<file path="src/rtl/bus_irq_ctrl_pkg.sv">
// rtl/bus_irq_ctrl_pkg.sv - register offsets and mode encoding shared by bus_irq_ctrl
package bus_irq_ctrl_pkg;
  localparam logic [2:0] REG_RAW     = 3'd0;
  localparam logic [2:0] REG_STATUS  = 3'd1;
  localparam logic [2:0] REG_ENABLE  = 3'd2;
  localparam logic [2:0] REG_MODE    = 3'd3;
  localparam logic [2:0] REG_REARM   = 3'd4;
  localparam logic [2:0] REG_HOLDOFF = 3'd5;

  localparam logic MODE_LEVEL = 1'b0;
  localparam logic MODE_EDGE  = 1'b1;

  localparam int HOLDOFF_CNT_W = 16;
endpackage

</file>
<file path="src/rtl/bus_irq_ctrl_sync.sv">
// rtl/bus_irq_ctrl_sync.sv - multi-stage synchroniser for async interrupt inputs
module bus_irq_ctrl_sync #(
  parameter int WIDTH  = 8,
  parameter int STAGES = 2
) (
  input  logic             clk_i,
  input  logic             rst_i,
  input  logic [WIDTH-1:0] d_i,
  output logic [WIDTH-1:0] q_o
);
  logic [WIDTH-1:0] stage_q [STAGES];

  always_ff @(posedge clk_i) begin
    if (rst_i) begin
      for (int k = 0; k < STAGES; k++) stage_q[k] <= '0;
    end else begin
      stage_q[0] <= d_i;
      for (int k = 1; k < STAGES; k++) stage_q[k] <= stage_q[k-1];
    end
  end

  assign q_o = stage_q[STAGES-1];
endmodule

</file>
<file path="src/rtl/bus_irq_ctrl.sv">
// rtl/bus_irq_ctrl.sv - interrupt controller register block (optional holdoff: BUS_IRQ_CTRL_HOLDOFF_EN)
module bus_irq_ctrl
  import bus_irq_ctrl_pkg::*;
#(
  parameter int ADDR           = 0,
  parameter int OFFSET         = 0,
  parameter int DATAWIDTH      = 8,
  parameter int BUS_ADDR_WIDTH = 24,
  parameter int BUS_DATA_WIDTH = 32,
  parameter int SYNC_STAGES    = 2,
  parameter int HOLDOFF        = 16
) (
  input  logic                      bus_clk,
  input  logic                      bus_reset,
  input  logic                      bus_req,
  input  logic                      bus_rd_wr_l,
  input  logic [BUS_ADDR_WIDTH-1:0] bus_addr,
  input  logic [BUS_DATA_WIDTH-1:0] bus_wr_data,
  output logic                      bus_rtn,
  output logic [BUS_DATA_WIDTH-1:0] bus_rd_data,
  input  logic [DATAWIDTH-1:0]      in,
  output logic [DATAWIDTH-1:0]      raw,
  output logic [DATAWIDTH-1:0]      irq_rearm,
  output logic                      irq
);
`ifdef BUS_IRQ_CTRL_HOLDOFF_EN
  localparam int NUM_REGS = 6;
`else
  localparam int NUM_REGS = 5;
`endif
  localparam logic [BUS_ADDR_WIDTH-1:0] BASE  = BUS_ADDR_WIDTH'(ADDR);
  localparam logic [BUS_ADDR_WIDTH-1:0] LIMIT = BUS_ADDR_WIDTH'(NUM_REGS);

  logic [DATAWIDTH-1:0]      raw_s, prev_q, status_q, status_d;
  logic [DATAWIDTH-1:0]      enable_q, mode_q, mode_d, rearm_q;
  logic [DATAWIDTH-1:0]      wdata, w1c, mode_flip;
  logic [BUS_ADDR_WIDTH-1:0] off;
  logic [2:0]                sel;
  logic                      hit, wr, rd, mode_wr, agg;
  logic                      rtn_q, irq_q, irq_d;
  logic [BUS_DATA_WIDTH-1:0] rd_data_q, rd_word;

  bus_irq_ctrl_sync #(
    .WIDTH (DATAWIDTH),
    .STAGES(SYNC_STAGES)
  ) u_sync (
    .clk_i(bus_clk),
    .rst_i(bus_reset),
    .d_i  (in),
    .q_o  (raw_s)
  );

  assign off       = bus_addr - BASE;
  assign hit       = (bus_addr >= BASE) && (off < LIMIT);
  assign sel       = off[2:0];
  assign wr        = bus_req && hit && !bus_rd_wr_l;
  assign rd        = bus_req && hit && bus_rd_wr_l;
  assign wdata     = bus_wr_data[OFFSET +: DATAWIDTH];
  assign w1c       = (wr && sel == REG_STATUS) ? wdata : '0;
  assign mode_wr   = wr && sel == REG_MODE;
  assign mode_d    = mode_wr ? wdata : mode_q;
  assign mode_flip = mode_d ^ mode_q;
  assign agg       = |(status_q & enable_q);

  // A channel whose mode flips starts from a clean status; a new edge beats W1C.
  always_comb begin
    status_d = status_q;
    for (int i = 0; i < DATAWIDTH; i++) begin
      if (mode_flip[i])
        status_d[i] = 1'b0;
      else if (mode_q[i] == MODE_LEVEL)
        status_d[i] = raw_s[i];
      else
        status_d[i] = (status_q[i] & ~w1c[i]) | (raw_s[i] & ~prev_q[i]);
    end
  end

`ifdef BUS_IRQ_CTRL_HOLDOFF_EN
  logic [HOLDOFF_CNT_W-1:0] hold_q, hold_d;

  always_comb begin
    hold_d = hold_q;
    if (|(w1c & status_q & mode_q))
      hold_d = HOLDOFF_CNT_W'(HOLDOFF);
    else if (hold_q != '0)
      hold_d = hold_q - 1'b1;
  end

  always_ff @(posedge bus_clk) begin
    if (bus_reset) hold_q <= '0;
    else           hold_q <= hold_d;
  end

  assign irq_d = agg && (hold_q == '0);
`else
  assign irq_d = agg;
`endif

  always_comb begin
    rd_word = '0;
    case (sel)
      REG_RAW:    rd_word[OFFSET +: DATAWIDTH] = raw_s;
      REG_STATUS: rd_word[OFFSET +: DATAWIDTH] = status_q;
      REG_ENABLE: rd_word[OFFSET +: DATAWIDTH] = enable_q;
      REG_MODE:   rd_word[OFFSET +: DATAWIDTH] = mode_q;
      REG_REARM:  rd_word[OFFSET +: DATAWIDTH] = rearm_q;
`ifdef BUS_IRQ_CTRL_HOLDOFF_EN
      // The count sits at the bottom of the word regardless of OFFSET.
      REG_HOLDOFF: rd_word[HOLDOFF_CNT_W-1:0] = hold_q;
`endif
      default:    rd_word = '0;
    endcase
  end

  always_ff @(posedge bus_clk) begin
    if (bus_reset) begin
      rtn_q     <= 1'b0;
      rd_data_q <= '0;
      prev_q    <= '0;
      status_q  <= '0;
      enable_q  <= '0;
      mode_q    <= '0;
      rearm_q   <= '0;
      irq_q     <= 1'b0;
    end else begin
      rtn_q     <= bus_req && hit;
      rd_data_q <= rd ? rd_word : '0;
      prev_q    <= raw_s;
      status_q  <= status_d;
      mode_q    <= mode_d;
      irq_q     <= irq_d;
      if (wr && sel == REG_ENABLE) enable_q <= wdata;
      if (wr && sel == REG_REARM)  rearm_q  <= rearm_q ^ wdata;
    end
  end

  assign bus_rtn     = rtn_q;
  assign bus_rd_data = rd_data_q;
  assign raw         = raw_s;
  assign irq_rearm   = rearm_q;
  assign irq         = irq_q;
endmodule

</file>
<file path="config.mk">
export PLATFORM = sky130hd
export DESIGN_NAME = bus_irq_ctrl
export DESIGN_NICKNAME = d
export VERILOG_FILES = /design/src/rtl/bus_irq_ctrl_pkg.sv /design/src/rtl/bus_irq_ctrl_sync.sv /design/src/rtl/bus_irq_ctrl.sv
export SDC_FILE = /design/constraint.sdc
export NUM_CORES = 1
export LEC_CHECK = 0
export CAP_MARGIN = 20
export CELL_PAD_IN_SITES_DETAIL_PLACEMENT = 0
export CELL_PAD_IN_SITES_GLOBAL_PLACEMENT = 2
export CORE_MARGIN = 5
export CORE_UTILIZATION = 26
export CTS_CLUSTER_SIZE = 20
export DETAILED_ROUTE_END_ITERATION = 10
export GPL_TIMING_DRIVEN = 1
export PLACE_DENSITY = 0.81
export SYNTH_ARGS = -nofsm -noshare
export SYNTH_HDL_FRONTEND = slang
export SYNTH_SLANG_ARGS = --single-unit
</file>
<file path="constraint.sdc">
create_clock -name bus_clk -period 2.11 [get_ports bus_clk]
set_input_delay 0.422 -clock bus_clk [delete_from_list [all_inputs] [get_ports bus_clk]]
set_output_delay 0.422 -clock bus_clk [all_outputs]
set_load 0.05 [all_outputs]
</file>
== After elaboration in Yosys (flattened, before gate mapping) ==
Memories as Yosys holds them, arrays and structs flattened.
Cells that the tools add are included.
Operators by class
  $lt $le $gt $ge: 2
  equality and inequality tests: 4
  multiplexer cells: 16
  bitwise operators: 46
  reductions and logical operators: 20
Operators with widths (count)
  $pmux 8 s5: 1
  $mux 8: 4
  $ge 24x1->1 const B: 1
  $lt 24x3->1 const B: 1
  $reduce_or 2->1: 9
  $not 1->1: 17
  $and 1x1->1: 16
  $xor 8x8->8: 2
  $mux 1: 11
  $or 1x1->1: 10
  $and 8x8->8: 1
  $logic_and 1x1->1: 8
  $reduce_or 8->1: 1
  $eq 3x2->1 const B: 2
  $eq 3x1->1 const B: 1
  $eq 3x3->1 const B: 1
  $logic_not 3->1: 1
  $logic_not 1->1: 1
Word-level totals
  flip-flop bits (word level): 74
  RAM bits: 16
  input port bits: 68
  output and inout port bits: 50
  word-level logic and storage cells: 105
  memories: 1
Memory list
  u_sync.stage_q: depth 2, bits a word 8, rd ports 2, clocked after memory_dff 0, write ports 2, line bus_irq_ctrl_sync.sv:11  | logic [WIDTH-1:0] stage_q [STAGES];

== Depth between registers and ports, before layout ==
  depth after elaboration: 10
  gate-level depth with buffers: 7

== Hierarchy ==
Synthesis repeated with hierarchy kept, for this count alone.
Unflattened totals
  cells, all modules: 373
  area total of the unflattened synthesis: 3337.0 um^2
By module, submodules not included
  bus_irq_ctrl: instances 1, cells an instance 332, area each 2812.7 um^2
  bus_irq_ctrl_sync: instances 1, cells an instance 41, area each 524.3 um^2

== Worst setup path before layout ==
OpenSTA, ideal clock, no wires.
  path type: input-to-reg
  start: input port bus_addr[1]
  end: register status_q[7]
  setup time: 0.115 ns
  data arrival time: 1.679 ns
  data required time: 1.995 ns
  setup slack: 0.316 ns
  stages: 6
  buffers on the path: 2
  cells stage by stage: clkbuf_1 > or4b_1 > clkbuf_1 > a21oi_1 > o2111ai_1 > and3_1
On the way
  cells in the longest elaborated chain, start to end: 10
  elaborated cells on any way between the ends: 17
  classes of those cells: order compare (2); eq/ne (2); mux (3); bitwise (4); reduce/logical (6)
RTL lines
  start: declaration: line bus_irq_ctrl.sv:17  | input logic [BUS_ADDR_WIDTH-1:0] bus_addr,
  $ge 24x1->1 / $lt 24x3->1 (equally long branches): line bus_irq_ctrl.sv:54  | assign hit = (bus_addr >= BASE) && (off < LIMIT);
  $logic_and 1x1->1: line bus_irq_ctrl.sv:54
  $logic_and 1x1->1 (2 in a row): line bus_irq_ctrl.sv:56  | assign wr = bus_req && hit && !bus_rd_wr_l;
  $logic_and 1x1->1: line bus_irq_ctrl.sv:59  | assign w1c = (wr && sel == REG_STATUS) ? wdata : '0;
  $mux 8: line bus_irq_ctrl.sv:59
  $not 1->1: line bus_irq_ctrl.sv:74  | status_d[i] = (status_q[i] & ~w1c[i]) | (raw_s[i] & ~prev_q[i]);
  $and 1x1->1: line bus_irq_ctrl.sv:74
  $or 1x1->1: line bus_irq_ctrl.sv:74
  $mux 1: line bus_irq_ctrl.sv:71  | else if (mode_q[i] == MODE_LEVEL)
  end signal: assignment: line bus_irq_ctrl.sv:129  | status_q <= status_d;
  end: declaration: line bus_irq_ctrl.sv:34  | logic [DATAWIDTH-1:0] raw_s, prev_q, status_q, status_d;
Parallel ways exist; a longest one is shown, timed or not.
A chain may end at the register's enable or synchronous reset.

== Worst setup path after layout ==
  start: register rearm_q[6] (netlist: irq_rearm[6])
  end: output port irq_rearm[6]
RTL lines
  start: declaration: line bus_irq_ctrl.sv:35  | logic [DATAWIDTH-1:0] enable_q, mode_q, mode_d, rearm_q;
  start signal: assignment: line bus_irq_ctrl.sv:133  | if (wr && sel == REG_REARM) rearm_q <= rearm_q ^ wdata;
  end: declaration: line bus_irq_ctrl.sv:23  | output logic [DATAWIDTH-1:0] irq_rearm,
No word-level cell between the ends.

==> impl_table.tex <==
\begin{tabular}{lr}
\hline
Metric & Value \\
\hline
\multicolumn{2}{l}{\textbf{Status}} \\
\quad Run status & completed \\
\multicolumn{2}{l}{\textbf{STA}} \\
\quad Clock period minus worst slack & 2.049 ns \\
\quad Maximum operating frequency & between 400 and 500 MHz \\
\quad Pins Over Slew Limit & 0 \\
\quad Layout Skew & a little under 0.005 ns \\
\quad Setup TNS & 0 ns \\
\quad Measured slew at the worst slew-check pin & roughly 0.64 ns \\
\quad RSZ-0062 raised after global routing & no \\
\quad Total of endpoints with negative setup slack in the final report & 0 \\
\quad Post-route fraction of the period consumed by the critical path & 97.12\% \\
\quad Final hold vios & 0 \\
\quad Worst relative slew slack & 57.56\% \\
\multicolumn{2}{l}{\textbf{Clock network}} \\
\quad Clock-pin transition on the worst setup and hold timing paths & 0.06 ns \\
\quad Cts-stage hold buffer count & 0 \\
\quad Bufs on Longest Clock Path & 2 \\
\quad Level count of the clock H-tree & 3 \\
\quad Number of clock sinks & 66 \\
\quad TritonCTS clock tree & built \\
\quad Root cell of the clock tree & sky130\_fd\_sc\_hd\_\_clkbuf\_16 \\
\quad TritonCTS buffer count & 9 \\
\quad Number of setup buffers added after CTS & 0 \\
\quad Clock latency on the worst-skew pair & 0.33 ns \\
\quad \# resized after CTS & 0 \\
\multicolumn{2}{l}{\textbf{Finish}} \\
\quad Final net count & a little over 500 \\
\quad Layout area overhead & 40.43\% \\
\quad N\_diodes & 0 \\
\quad Fraction of layout instances using a drive strength above 1 & 16.15\% \\
\quad Number of standard cells in the layout, taps in and fillers out & roughly 620 \\
\multicolumn{2}{l}{\textbf{Global routing}} \\
\quad Most used routing layer & met2 \\
\quad Pin count of the biggest net entering global routing & 34 \\
\quad Met3 track demand over resource in global routing & $\sim$3.5\% \\
\quad Overflow left after global routing & 0 \\
\quad Vias in the first global route & between 2,000 and 3,000 \\
\quad Met1 Usage GRT & 16.95\% \\
\quad All-Layer GR Usage & 13.95\% \\
\quad Antenna violations before repair & 0 \\
\quad Met2 Use GR & about a quarter \\
\quad Global-route wire length before repair & approximately 16,000 microns \\
\multicolumn{2}{l}{\textbf{Worst setup path}} \\
\quad Critical path buffers and inverters & 1 \\
\quad Top fanout value on the critical path & 4 \\
\quad Cell class contributing the biggest share of worst-path delay & buffers and inverters \\
\quad Capturing point of the worst reg2reg path & bus\_rd\_data[3] \\
\quad Ordered list of cells on the worst path & clkdlybuf4s50\_1 \\
\quad Highest-delay cell along the critical path & sky130\_fd\_sc\_hd\_\_clkdlybuf4s50\_1 \\
\quad Setup slack of the worst register-to-register path & between 0.9 and 1 ns \\
\quad Critical path class & reg2out \\
\quad Reg2reg start & mode\_q[3] \\
\quad Sort of element at the end of the critical path & output pin \\
\quad Worst reg2reg path depth & 4 \\
\quad Maximum cell stage delay along the critical path & 0.86 ns \\
\quad CP Data Arrival Time & approximately 1.6 ns \\
\quad Required time of the critical path & roughly 1.7 ns \\
\quad Critical path launch point type & flip-flop \\
\multicolumn{2}{l}{\textbf{Logic synthesis}} \\
\quad Area of the mapped netlist & about 3300 sq um \\
\quad Cell count after synthesis & approximately 360 \\
\quad Cell with the most instances after synthesis & sky130\_fd\_sc\_hd\_\_dfxtp\_1 \\
\quad Number of distinct library cells after synthesis & 40 \\
\quad Cell types occupying the most area after synthesis & sky130\_fd\_sc\_hd\_\_dfxtp\_1 (40\%), sky130\_fd\_sc\_hd\_\_buf\_4 (7.3\%), sky130\_fd\_sc\_hd\_\_nor2b\_1 (4.7\%), sky130\_fd\_sc\_hd\_\_a21oi\_1 (4.7\%), sky130\_fd\_sc\_hd\_\_a22oi\_1 (4.6\%) \\
\quad Yosys reg bits & between 60 and 70 \\
\quad Fraction of the yosys area taken by sequential cells & around 40\% \\
\quad Main flop type after synthesis & sky130\_fd\_sc\_hd\_\_dfxtp\_1 \\
\quad Yosys warnings & 0 \\
\quad FFs w/ async S/R, synth & 0\% \\
\quad Post-synth top area cell & sky130\_fd\_sc\_hd\_\_dfxtp\_1 \\
\quad Top post-synthesis cells by count & sky130\_fd\_sc\_hd\_\_dfxtp\_1 (66), sky130\_fd\_sc\_hd\_\_buf\_4 (32), sky130\_fd\_sc\_hd\_\_a21oi\_1 (31) \\
\quad Share of the synthesized area in the top cell type & approximately 40\% \\
\quad Post-synth EDFFs & 0 \\
\quad Mean cell area of the mapped netlist & 9.104 sq um \\
\multicolumn{2}{l}{\textbf{Floorplan}} \\
\quad Placement Rows & about 40 \\
\quad Width of the chip & between 100 and 150 microns \\
\quad Core outline area & 12,520 sq um \\
\quad Boundary pin count & about 120 \\
\quad Chip Height & about 120 microns \\
\quad Initial core utilization & roughly a quarter \\
\quad Die footprint & 15,030 sq um \\
\multicolumn{2}{l}{\textbf{Flow run}} \\
\quad Max-cap violation count & 0 \\
\multicolumn{2}{l}{\textbf{Worst hold path}} \\
\quad Hold path cells & 1 \\
\quad Hold Path Class & reg2reg \\
\quad Source of the worst hold timing path & u\_sync.stage\_q[0][1] \\
\quad Endpoint of the worst hold path & u\_sync.stage\_q[0][9] \\
\multicolumn{2}{l}{\textbf{Power}} \\
\quad Part of the total power dissipated in the clock network & 52.6\% \\
\quad Sequential Power Share & between 30\% and 40\% \\
\quad Largest vdd supply drop & around 0.43 mV \\
\quad Power per cell area & 757.8 nW/um\^{}2 \\
\quad Internal power & between 0.002 and 0.003 W \\
\quad P\_sw & just over 0.0008 W \\
\quad Leakage & about 1.6 nW \\
\quad Net switching fraction of the power & around 23\% \\
\quad Combinational share of power & 10.8\% \\
\multicolumn{2}{l}{\textbf{Drt}} \\
\quad Number of remaining DRC errors & 0 \\
\quad Starting DRT DRC Count & 135 \\
\quad Detailed-route via count & 3,010 \\
\quad Total wire length after detailed routing & between 10,000 and 15,000 microns \\
\quad Remaining antenna violation count & 0 \\
\quad Detail-routed net length per standard cell & 16.44 microns \\
\quad Pre-antenna DRT Iters & 4 \\
\quad Via density per instance & $\sim$4.8 \\
\multicolumn{2}{l}{\textbf{Place}} \\
\quad Number of placed instances, taps included & slightly above 600 \\
\quad Buffers added on ports & approximately 70 \\
\quad Detailed Place HPWL & 7706 microns \\
\quad Gpl congestion & about 0.80 \\
\hline
\end{tabular}
==> metal layers <==
layer	vias up	wire (microns)
met2	90	5113
met5	-	0
li1	1465	-
met3	8	558
met1	1447	4394
met4	0	195
==> cells by family after synthesis <==
family,Yosys count,share of synthesized area [%]
DFF,66,40.09
buffers and inverters,61,11.12
muxes,8,2.734
and+or+nand+nor,124,25.25
other,1,0.1138
AOI/OAI and AO/OA,102,20.69
==> power groups by stage <==
stage / clock [W] / sequential, W / combinational, W
final: 0.00185 / 0.00128 / 0.000378
after CTS: 0.00187 / 0.00128 / 0.000377
after global routing: 0.00194 / 0.00128 / 0.000400
after global placement: 0 / 0.00131 / 0.000374
after floorplan: 0 / 0.00130 / 0.000252
after detailed placement: 0 / 0.00131 / 0.000377
==> layout by cell type (no fill, tap or decap), types with 9 or more instances in the layout <==
cell type,count
sky130_fd_sc_hd__nand2_1,16
sky130_fd_sc_hd__buf_4,39
sky130_fd_sc_hd__a21oi_1,31
sky130_fd_sc_hd__nor2b_1,25
sky130_fd_sc_hd__conb_1,24
sky130_fd_sc_hd__o21ai_0,17
sky130_fd_sc_hd__clkdlybuf4s50_1,69
sky130_fd_sc_hd__dfxtp_1,66
sky130_fd_sc_hd__clkbuf_16,9
sky130_fd_sc_hd__and3_1,9
sky130_fd_sc_hd__nand3_1,17
sky130_fd_sc_hd__a22oi_1,20
sky130_fd_sc_hd__nor2_1,12
==> worst max path at each step <==
stage	start	endpoint	slack [ns]	depth (start not counted)
after detailed placement	bus_addr[21]	irq_rearm[0]	-0.18	5
after global placement	bus_addr[19]	irq_rearm[7]	-0.14	5
final	irq_rearm[6]	irq_rearm[6]	0.06	1
after CTS	irq_rearm[6]	irq_rearm[6]	0.07	1
after floorplan	bus_addr[1]	status_q[7]	0.32	6
after global routing	bus_addr[19]	irq_rearm[0]	0.03	5
==> metrics by stage <==
stage | hold slack [ns] | utilization [%] | cell area (sq um) | setup WS, ns | power, W
6_report | 0.4354 | 36.98 | 4628 | 0.06087 | 0.003507
5_1_grt | 0.4517 | 36.98 | 4628 | 0.02610 | 0.003621
4_1_cts | 0.4379 | 36.98 | 4628 | 0.07003 | 0.003531
3_5_place_dp | 0.4245 | 34.05 | 4262 | -0.1847 | 0.001687
3_3_place_gp | 0.4188 | 34.05 | 4262 | -0.1429 | 0.001684
2_1_floorplan | 0.4138 | - | 3382 | 0.3156 | 0.001555
==> state kept, by name (all words and copies together), names as in the netlist, 8 cells and up <==
signal          count
bus_rd_data         8
u_sync.stage_q     16
status_q            8
enable_q            8
irq_rearm           8
mode_q              8
prev_q              8
==> cell type report <==
class	count	area, sq um
fillers	1299	7889
multi-input cells	258	1694
flip-flops and latches	66	1321
repair buffers	110	1023
clock buffers	10	229.0
well taps	172	215.2
clock inverters	6	137.6
inverters	2	7.507
No activity file was read; power rests on OpenSTA's default activity.
